`src/rtl/rr_arbiter_8.sv`:
```
// Eight-requester round-robin arbiter with registered one-hot grant, per-owner hold
// limit and a forced-release pulse; every ownership change passes through IDLE.
module rr_arbiter_8 #(
    parameter int MAX_HOLD = 16,
    parameter int HOLD_W   = 5
) (
    input  logic       clk,
    input  logic       rst_n,
    input  logic       en,
    input  logic [7:0] req,
    output logic [7:0] gnt,
    output logic [2:0] gnt_idx,
    output logic       gnt_vld,
    output logic       preempt
);

    typedef enum logic {
        IDLE  = 1'b0,
        GRANT = 1'b1
    } state_t;

    localparam logic [HOLD_W-1:0] HOLD_LIMIT = HOLD_W'(MAX_HOLD);
    localparam logic [HOLD_W-1:0] HOLD_SAT   = '1;
    localparam logic [HOLD_W-1:0] HOLD_ONE   = HOLD_W'(1);

    state_t            state, state_n;
    logic [2:0]        ptr, ptr_n;
    logic [2:0]        idx_n;
    logic [2:0]        winner, cand;
    logic              found;
    logic [HOLD_W-1:0] hold_cnt, hold_n;
    logic              hold_expired;
    logic [7:0]        gnt_n;
    logic              preempt_n;

    // Rotating priority scan: the first set request at or after ptr wins.
    always_comb begin
        found  = 1'b0;
        winner = ptr;
        cand   = ptr;
        for (int i = 0; i < 8; i++) begin
            cand = ptr + 3'(i);
            if (!found && req[cand]) begin
                found  = 1'b1;
                winner = cand;
            end
        end
    end

    assign hold_expired = (MAX_HOLD != 0) && (hold_cnt == HOLD_LIMIT);

    // NOTE: every output of this block gets a default before the case so no latch is inferred.
    always_comb begin
        state_n   = state;
        ptr_n     = ptr;
        idx_n     = gnt_idx;
        hold_n    = hold_cnt;
        gnt_n     = gnt;
        preempt_n = 1'b0;
        case (state)
            IDLE: begin
                gnt_n = '0;
                if (en && found) begin
                    state_n = GRANT;
                    idx_n   = winner;
                    ptr_n   = winner + 3'd1;
                    hold_n  = HOLD_ONE;
                    gnt_n   = 8'h01 << winner;
                end
            end
            GRANT: begin
                // Release causes are prioritised: disable, then owner drop, then hold expiry.
                if (!en) begin
                    state_n   = IDLE;
                    gnt_n     = '0;
                    preempt_n = 1'b1;
                end else if (!req[gnt_idx]) begin
                    state_n = IDLE;
                    gnt_n   = '0;
                end else if (hold_expired) begin
                    state_n   = IDLE;
                    gnt_n     = '0;
                    preempt_n = 1'b1;
                end else if (hold_cnt != HOLD_SAT) begin
                    hold_n = hold_cnt + HOLD_ONE;
                end
            end
            default: begin
                state_n = IDLE;
                gnt_n   = '0;
            end
        endcase
    end

    // NOTE: state registers use non-blocking assignments so all flops update together.
    always_ff @(posedge clk or negedge rst_n) begin
        if (!rst_n) begin
            state    <= IDLE;
            ptr      <= 3'd0;
            gnt_idx  <= 3'd0;
            hold_cnt <= '0;
            gnt      <= 8'h00;
            preempt  <= 1'b0;
        end else begin
            state    <= state_n;
            ptr      <= ptr_n;
            gnt_idx  <= idx_n;
            hold_cnt <= hold_n;
            gnt      <= gnt_n;
            preempt  <= preempt_n;
        end
    end

    assign gnt_vld = (state == GRANT);

endmodule

```
`config.mk`:
```
export PLATFORM = sky130hd
export DESIGN_NAME = rr_arbiter_8
export DESIGN_NICKNAME = d
export VERILOG_FILES = /design/src/rtl/rr_arbiter_8.sv
export SDC_FILE = /design/constraint.sdc
export NUM_CORES = 1
export LEC_CHECK = 0
export ABC_AREA = 0
export BUFFER_PORTS_ARGS = -buffer_cell sky130_fd_sc_hd__buf_2
export CORE_MARGIN = 4
export CORE_UTILIZATION = 55
export CTS_CLUSTER_DIAMETER = 120
export CTS_CLUSTER_SIZE = 40
export DETAILED_ROUTE_END_ITERATION = 8
export HOLD_SLACK_MARGIN = 0.12
export PLACE_DENSITY = 0.75
export SKIP_CTS_REPAIR_TIMING = 1
export SLEW_MARGIN = 20
export SYNTH_ARGS = -nofsm -noshare
export SYNTH_HDL_FRONTEND = slang
export SYNTH_SLANG_ARGS = --single-unit
```
`constraint.sdc`:
```
create_clock -name clk -period 6.61 [get_ports clk]
set_clock_uncertainty 0.15 [all_clocks]
set_input_delay 0.9915 -clock clk [delete_from_list [all_inputs] [get_ports clk]]
set_output_delay 0.9915 -clock clk [all_outputs]
set_load 0.01 [all_outputs]
```
# Word level (Yosys, flattened, before mapping)
# Index checks and enable logic that the tools add are counted.
# totals
ff_bits	21
elab_cells	104
# classes
eq_ne	8
reduce_logical	17
magnitude_cmp	9
n_bitwise	1
n_shift	1
muxes	53
add_sub_neg	9
# ops
cell	count
$lt A3 B4 Y1 const B	9
$mux W8	4
$bmux W1 S3	9
$mux W1	25
$mux W5	5
$mux W3	7
$pmux W8 S2	1
$add A3 B3 Y3 const B	4
$pmux W5 S2	1
$logic_and A1 B1 Y1	8
$shl A1 B3 Y8 const A	1
$logic_not A1 Y1	7
$add A3 B1 Y3 const B	2
$add A3 B2 Y3 const B	2
$ne A2 B2 Y1 const B	3
$add A5 B1 Y5 const B	1
$eq A5 B5 Y1 const B	1
$ne A5 B5 Y1 const B	1
$reduce_and A5 Y1	1
$ne A2 B1 Y1 const B	2
$ne A4 B4 Y1 const B	1
$pmux W1 S2	1
$reduce_and A2 Y1	1
$not A1 Y1	1

# Longest topological paths before layout
# Gate-level depths: netlist of run 1.
# depth
ltp_word	27
ltp_mapped	17
mapped_depth_nobuf	13

# Worst setup path after synthesis of run 1
# Ideal clock, no wire load.
# synth_timing
path_type	reg-to-reg
start	register ptr[0]
end	register gnt[4]
synth_period_minus_slack_ns	3.637
path_slack_ns	2.973
path_stages_with_launch	15
t_arrival_ns	3.354
n_path_buf	3
t_required_ns	6.327
cell_sequence	dfrtp_1 buf_6 buf_8 buf_6 inv_1 ha_1 xor2_2 mux4_2 a2111o_1 a221oi_1 a31oi_1 or2_2 ha_1 a32oi_1 o21ai_0
# synth_via
elab_chain_len	27
word_cells_on_any_way	56
classes_between	7 x add/sub; 1 x shift; 33 x mux; 15 x reduce/logical
# synth_lines
element	line	rtl
from (decl)	27	logic [2:0] ptr, ptr_n;
from (signal assigned)	106	ptr <= ptr_n;
branches (longest 25 deep; another with $add A3 B1 Y3)	-	
$mux W8 *	63	if (en && found) begin
$pmux W8 S2 *	60	case (state)
to (signal assigned)	109	gnt <= gnt_n;
to (decl)	11	output logic [7:0] gnt,
# Mark *: on every way between the ends. The select of a mux whose other input is x is not followed.
# A chain may end at the register's enable or synchronous reset.

# Worst setup path after layout of run 1
# layout_timing
start	register ptr[1]
end	register gnt[5]
# The elaborated chain is that of the path after synthesis.

==> summary.txt, run 1 <==
Outcome
  • Outcome: finished, final reports clean

Setup path
  • CP most frequent cell: ha_1
  • Worst path max stage delay: 0.68 ns
  • WP data arrival: 4.26 ns
  • CP Cell Sequence: clkinv_1, ha_1, inv_1, mux2i_1, nor3b_2, o211ai_1, a221oi_1, a31oi_1, or2_2, ha_1, a32oi_1, o21ai_0
  • FF-to-FF setup slack: 2.34 ns
  • Crit Path Class: flop to flop
  • CP required: 6.60 ns
  • Worst Setup Start Kind: flop
  • R2R Path Start: ptr[1]
  • Critical path's top delay family: adder cells
  • R2R cell count: 12
  • RR Endpoint: gnt[5]
  • WP buf/inv: 2
  • Worst setup EP type: flop
  • CP max-delay cell: dfrtp_1
  • CP max FO: 16

STA
  • Final Critical Period: 4.27 ns
  • Final setup TNS: 0 ns
  • Rel. slew slack: 0.491
  • Setup violators final: 0
  • Least-Margin Pin Slew: 0.758 ns
  • FMAX: 0.234 GHz
  • Final hold vios: 0
  • RSZ-0062 raised after global routing: false
  • Period utilisation layout: 0.645
  • Fin. max-slew vios: 0

Detailed routing
  • DRC: 0
  • Wire per inst: 17.5 um
  • Final wirelength: 5.10 mm
  • Detail Route Antenna Nets: 0
  • Pre-antenna DRT Iters: 4
  • Detailed router's first-iteration violation count: 155
  • Vias: 1,892
  • DR vias/cell: 6.48

Pwr
  • Static leakage: 0.00106 uW
  • Internal power: 700 uW
  • Total power draw: 1390 uW
  • Net switching fraction of the power: 0.497
  • Pwr Density: 580 mW/mm2
  • Sw Pwr: 692 uW
  • Peak supply drop: 0.213 mV
  • Clk pwr share: 0.060
  • Sequential power share: 0.169
  • Logic pwr share: 0.770

Finish
  • Commonest non-fill, non-tap cells in the layout: 25 x nand2_1, 23 x buf_2, 21 x dfrtp_1
  • Diode count: 0
  • Share of cells above drive strength 1: 0.244
  • Fin area: 0.00240 mm2
  • Fin nets: 264
  • Fill cells: 348
  • Most common cell after layout, fill and taps aside: nand2_1
  • Synth-to-Final Area Change: 5.49%

GRT
  • Initial antenna violation count: 0
  • GRT Util Overall: 0.205
  • Grt total ovfl: 0
  • Vias in the first global route: 1,768
  • Largest net degree at the start of global routing: 29
  • First-pass GRT wire length: 8.63 mm

Clocking
  • CTS H-Tree Depth: 1
  • CTS root buf: clkbuf_8
  • Cts bufs inserted: 3
  • Clock Latency Late Sink: 0.26 ns
  • Clock-pin slew on the worst setup and hold paths: 0.08 ns
  • Clock buffer depth: 2
  • # clock sinks: 21
  • CTS tree: done

Floorplan
  • Die width: 72.3 um
  • Chip height: 72.3 um
  • Starting Density: 0.569
  • # rows: 23
  • Die footprint: 0.00523 mm2
  • Top Ports: 24
  • CORE AREA: 0.00400 mm2

Synthesis
  • Ys async rst share: 1.00
  • Yosys warns: 0
  • Yosys reg bits: 21
  • Post-synth top flop: dfrtp_1
  • Number of library cell types mapped by synthesis: 62
  • Post-synth EDFFs: 0
  • Synth Cell Area: 0.00228 mm2
  • Post-Synthesis Cells: 224
  • Mean Syn Cell Area: 10.2 um2
  • Syn Nets: 245
  • Sequential fraction of the synthesis area: 0.231

Placement
  • Placed cell area: 0.00236 mm2
  • Port Buffer Count: 23
  • Final HPWL DP: 3.85 mm
  • RePlAce Congestion: 0.952

Job
  • Total of max-cap violations: 0

Worst hold path
  • Min-Delay Endpoint: gnt[2]
  • Hold Path Origin: gnt[2]
  • Hold Path Stages: 2
  • HP Class: flop to flop
## worst reg2reg max path, delay by kind of cell, from the launching register on
family,cells,cell delay [ns]
AOI/OAI and AO/OA,5,0.83
and+or+nand+nor,2,0.78
muxes,1,0.23
DFF,1,0.68
buffers and inverters,2,0.57
adders and majority gates,2,0.91
## worst max path at each step
stage	start	to	slack (ns)	cells after the start
after detailed placement	ptr[1]	gnt[5]	2.43	12
after floorplan	ptr[0]	gnt[4]	2.97	14
after CTS	ptr[1]	gnt[4]	2.43	12
after global routing	ptr[1]	gnt[5]	2.03	12
final	ptr[1]	gnt[5]	2.34	12
after global placement	ptr[1]	gnt[6]	2.51	11
## stage by stage
stage	util	hold slack, ns	setup slack (ns)	cells
floorplan	-	0.344	2.97	224
global placement	0.589	0.308	2.51	288
detailed placement	0.589	0.317	2.43	288
CTS	0.601	0.335	2.43	292
global route	0.601	0.358	2.03	292
finish	0.601	0.326	2.34	292
## synthesized netlist by cell type (7+ instances only)
library cell / number / area (um2)
nand3_1: 11 / 55.1
inv_1: 10 / 37.5
mux4_2: 9 / 203
dfrtp_1: 21 / 526
mux4_1: 7 / 184
o31ai_1: 8 / 60.1
ha_1: 10 / 125
nor3_1: 7 / 35.0
mux2_2: 8 / 90.1
o21ai_0: 11 / 55.1
nand2_1: 25 / 93.8
nor2_1: 10 / 37.5
mux2i_1: 11 / 110
## layer usage
metal | global-route usage | wire (um)
met1 | 0.316 | 2380
met4 | 0.0230 | 27
met5 | 0 | 0
met3 | 0.0319 | 378
met2 | 0.313 | 2320
## state kept, by name, summed over array words and instances (netlist names)
| register | cells |
|---|---|
| gnt_vld | 1 |
| hold_cnt | 5 |
| gnt_idx | 3 |
| preempt | 1 |
| ptr | 3 |
| gnt | 8 |
## power groups by stage
stage / combinational, uW / sequential (uW) / clock, uW
after global placement: 1050 / 236 / 0
after global routing: 1180 / 244 / 90.9
final: 1070 / 236 / 83.8
after detailed placement: 1050 / 237 / 0
after CTS: 1060 / 235 / 86.0
after floorplan: 900 / 219 / 0
## area by class of cell
class / instances / area [um2] / share of cell area
repair buffers: 25 / 130 / 0.0542
flip-flops and latches: 21 / 526 / 0.219
inverters: 11 / 41.3 / 0.0172
multi-input cells: 181 / 1600 / 0.665
clock buffers: 4 / 45.0 / 0.0188
well taps: 50 / 62.6 / 0.0260
## kinds of logic (layout without fill, tap and decap cells)
family	count (synthesis)	after routing	synth area share
AND/OR/NAND/NOR	74	74	0.167
AO/OA/AOI/OAI	53	53	0.170
buffers and inverters	22	40	0.0676
adder cells (fa/ha/maj)	10	10	0.0549
XOR/XNOR	6	6	0.0346
flip-flops	21	21	0.231
multiplexers	38	38	0.275
Note: power is estimated with default switching activity, not from simulation.
==> run 2, diff against run 1 <==
--- a/config.mk
+++ b/config.mk
@@ -8,12 +8,12 @@
 export ABC_AREA = 0
 export BUFFER_PORTS_ARGS = -buffer_cell sky130_fd_sc_hd__buf_2
 export CORE_MARGIN = 4
-export CORE_UTILIZATION = 55
+export CORE_UTILIZATION = 54
 export CTS_CLUSTER_DIAMETER = 120
 export CTS_CLUSTER_SIZE = 40
 export DETAILED_ROUTE_END_ITERATION = 8
 export HOLD_SLACK_MARGIN = 0.12
-export PLACE_DENSITY = 0.75
+export PLACE_DENSITY = 0.77
 export SKIP_CTS_REPAIR_TIMING = 1
 export SLEW_MARGIN = 20
 export SYNTH_ARGS = -nofsm -noshare
==> constraint.sdc (replaced) <==
create_clock -name clk -period 3.6 [get_ports clk]
set_clock_uncertainty 0.15 [all_clocks]
set_input_delay 0.54 -clock clk [delete_from_list [all_inputs] [get_ports clk]]
set_output_delay 0.54 -clock clk [all_outputs]
set_load 0.01 [all_outputs]
==> run 2 against run 1 <==
  * Worst setup slack worse by 2.3 ns
  * Flip-flop and latch count stayed put
  * Critical endpoint is now gnt[6]
  * Sequential share of layout area is 2.0 points lower
  * Register-to-register slack lost 2.3 ns
  * Worst hold slack improved by 0.0018 ns
==> summary.txt, run 2 (same netlist as run 1, synthesis figures left out) <==
Outcome
  • Outcome: finished, final reports clean

Finish
  • Fin nets: 285
  • Commonest non-fill, non-tap cells in the layout: 25 x nand2_1, 23 x buf_2, 21 x buf_4
  • Max reg flops: 8
  • Fin area: 0.00265 mm2
  • Diode count: 0
  • Synth-to-Final Area Change: 16.3%
  • Top reg by flops: gnt
  • Most common cell after layout, fill and taps aside: nand2_1
  • Largest regs: gnt x8, hold_cnt x5
  • Share of cells above drive strength 1: 0.350

Detailed routing
  • DRC: 0
  • Vias: 2,042
  • Final wirelength: 5.73 mm
  • Detailed router's first-iteration violation count: 261
  • Pre-antenna DRT Iters: 5
  • Wire per inst: 18.3 um
  • DR vias/cell: 6.52
  • Detail Route Antenna Nets: 0

Setup path
  • CP max-delay cell: or4b_4
  • Worst Setup Start Kind: flop
  • WP data arrival: 3.51 ns
  • CP required: 3.59 ns
  • Worst setup EP type: flop
  • CP max FO: 20
  • CP most frequent cell: inv_1
  • CP Cell Sequence: buf_12, inv_1, ha_4, buf_4, mux4_1, nand2_1, o21a_1, or4b_4, o211a_4, xnor2_4, inv_1, ha_1, a32oi_1, o21ai_0
  • Crit Path Class: flop to flop
  • Worst path max stage delay: 0.51 ns

Clocking
  • CTS H-Tree Depth: 1
  • Clock Latency Late Sink: 0.27 ns
  • Clock buffer depth: 2
  • Clock-pin slew on the worst setup and hold paths: 0.08 ns
  • Cts bufs inserted: 3
  • # clock sinks: 21
  • CTS root buf: clkbuf_8
  • CTS tree: done

STA
  • Final setup TNS: 0 ns
  • Fin. max-slew vios: 0
  • Period utilisation layout: 0.976
  • Hold WS: 0.328 ns
  • Least-Margin Pin Slew: 0.751 ns
  • Final Critical Period: 3.51 ns
  • Setup violators final: 0
  • Final hold vios: 0
  • Rel. slew slack: 0.495
  • FMAX: 0.285 GHz

Floorplan
  • Top Ports: 24
  • Die footprint: 0.00532 mm2
  • CORE AREA: 0.00403 mm2
  • # rows: 23
  • Starting Density: 0.565
  • Die width: 72.9 um
  • Chip height: 72.9 um

GRT
  • GRT Util Overall: 0.222
  • Initial antenna violation count: 0
  • Vias in the first global route: 1,896
  • Grt total ovfl: 0
  • Largest net degree at the start of global routing: 22
  • First-pass GRT wire length: 9.32 mm

Job
  • Total of max-cap violations: 0

Placement
  • RePlAce Congestion: 0.955
  • Final HPWL DP: 4.25 mm
  • Placed cell area: 0.00250 mm2
  • Port Buffer Count: 23

Worst hold path
  • HP Class: flop to flop
-- run 2: changes by cell type in the layout (fill, tap and decap cells not counted), moves of 2 or more --
| cell | delta |
|---|---|
| ha_1 | -3 |
| mux4_2 | +3 |
| ha_4 | +2 |
| buf_4 | +19 |
| mux4_1 | -3 |
-- run 2: cell type report --
cell class | instances | area (um2)
repair buffers | 46 | 303
well taps | 50 | 62.6
flip-flops and latches | 21 | 527
clock buffers | 3 | 41.3
inverters | 11 | 41.3
multi-input cells | 181 | 1670
fillers | 320 | 1380
clock inverters | 1 | 5.00
-- run 2: final timing paths --
path | start | to | slack (ns) | cells past startpoint
max in group asynchronous | rst_n | ptr[0] | 2.32 | 2
setup / recovery | ptr[0] | gnt[6] | 0.09 | 14
hold reg to reg | gnt[0] | gnt[0] | 0.33 | 2
min in group asynchronous | rst_n | gnt[7] | 0.61 | 2
setup reg to reg | ptr[0] | gnt[6] | 0.09 | 14
hold / removal | gnt[0] | gnt[0] | 0.33 | 2
-- run 2: per-layer routing --
layer	share of wire	up-vias	global-route usage	wire length (um)
met5	0	-	0	0
met4	0.013	0	0.0594	72
met3	0.058	13	0.0358	335
met2	0.48	88	0.352	2770
met1	0.44	990	0.318	2550
li1	-	951	-	-
-- run 2: through the flow --
step | utilization | cells | setup WS, ns
after floorplan | - | 224 | 0.0310
after global placement | 0.620 | 303 | 0.0124
after detailed placement | 0.620 | 303 | 0.0214
after CTS | 0.631 | 307 | -0.00566
after global routing | 0.657 | 313 | -0.0329
final | 0.657 | 313 | 0.0856
-- run 2: worst max-delay path, delay by kind of cell (launching register included) --
family	cells	cell delay [ns]
xor gates and xnor gates	1	0.23
muxes	1	0.33
and+or+nand+nor	2	0.59
DFF	1	0.43
adders and majority gates	2	0.44
buffers and inverters	4	0.56
AOI/OAI and AO/OA	4	0.66
Power of run 2 is left out: the tool's default activity adds up to more than one toggle a clock period on the data nets, which glitch-free logic cannot reach.
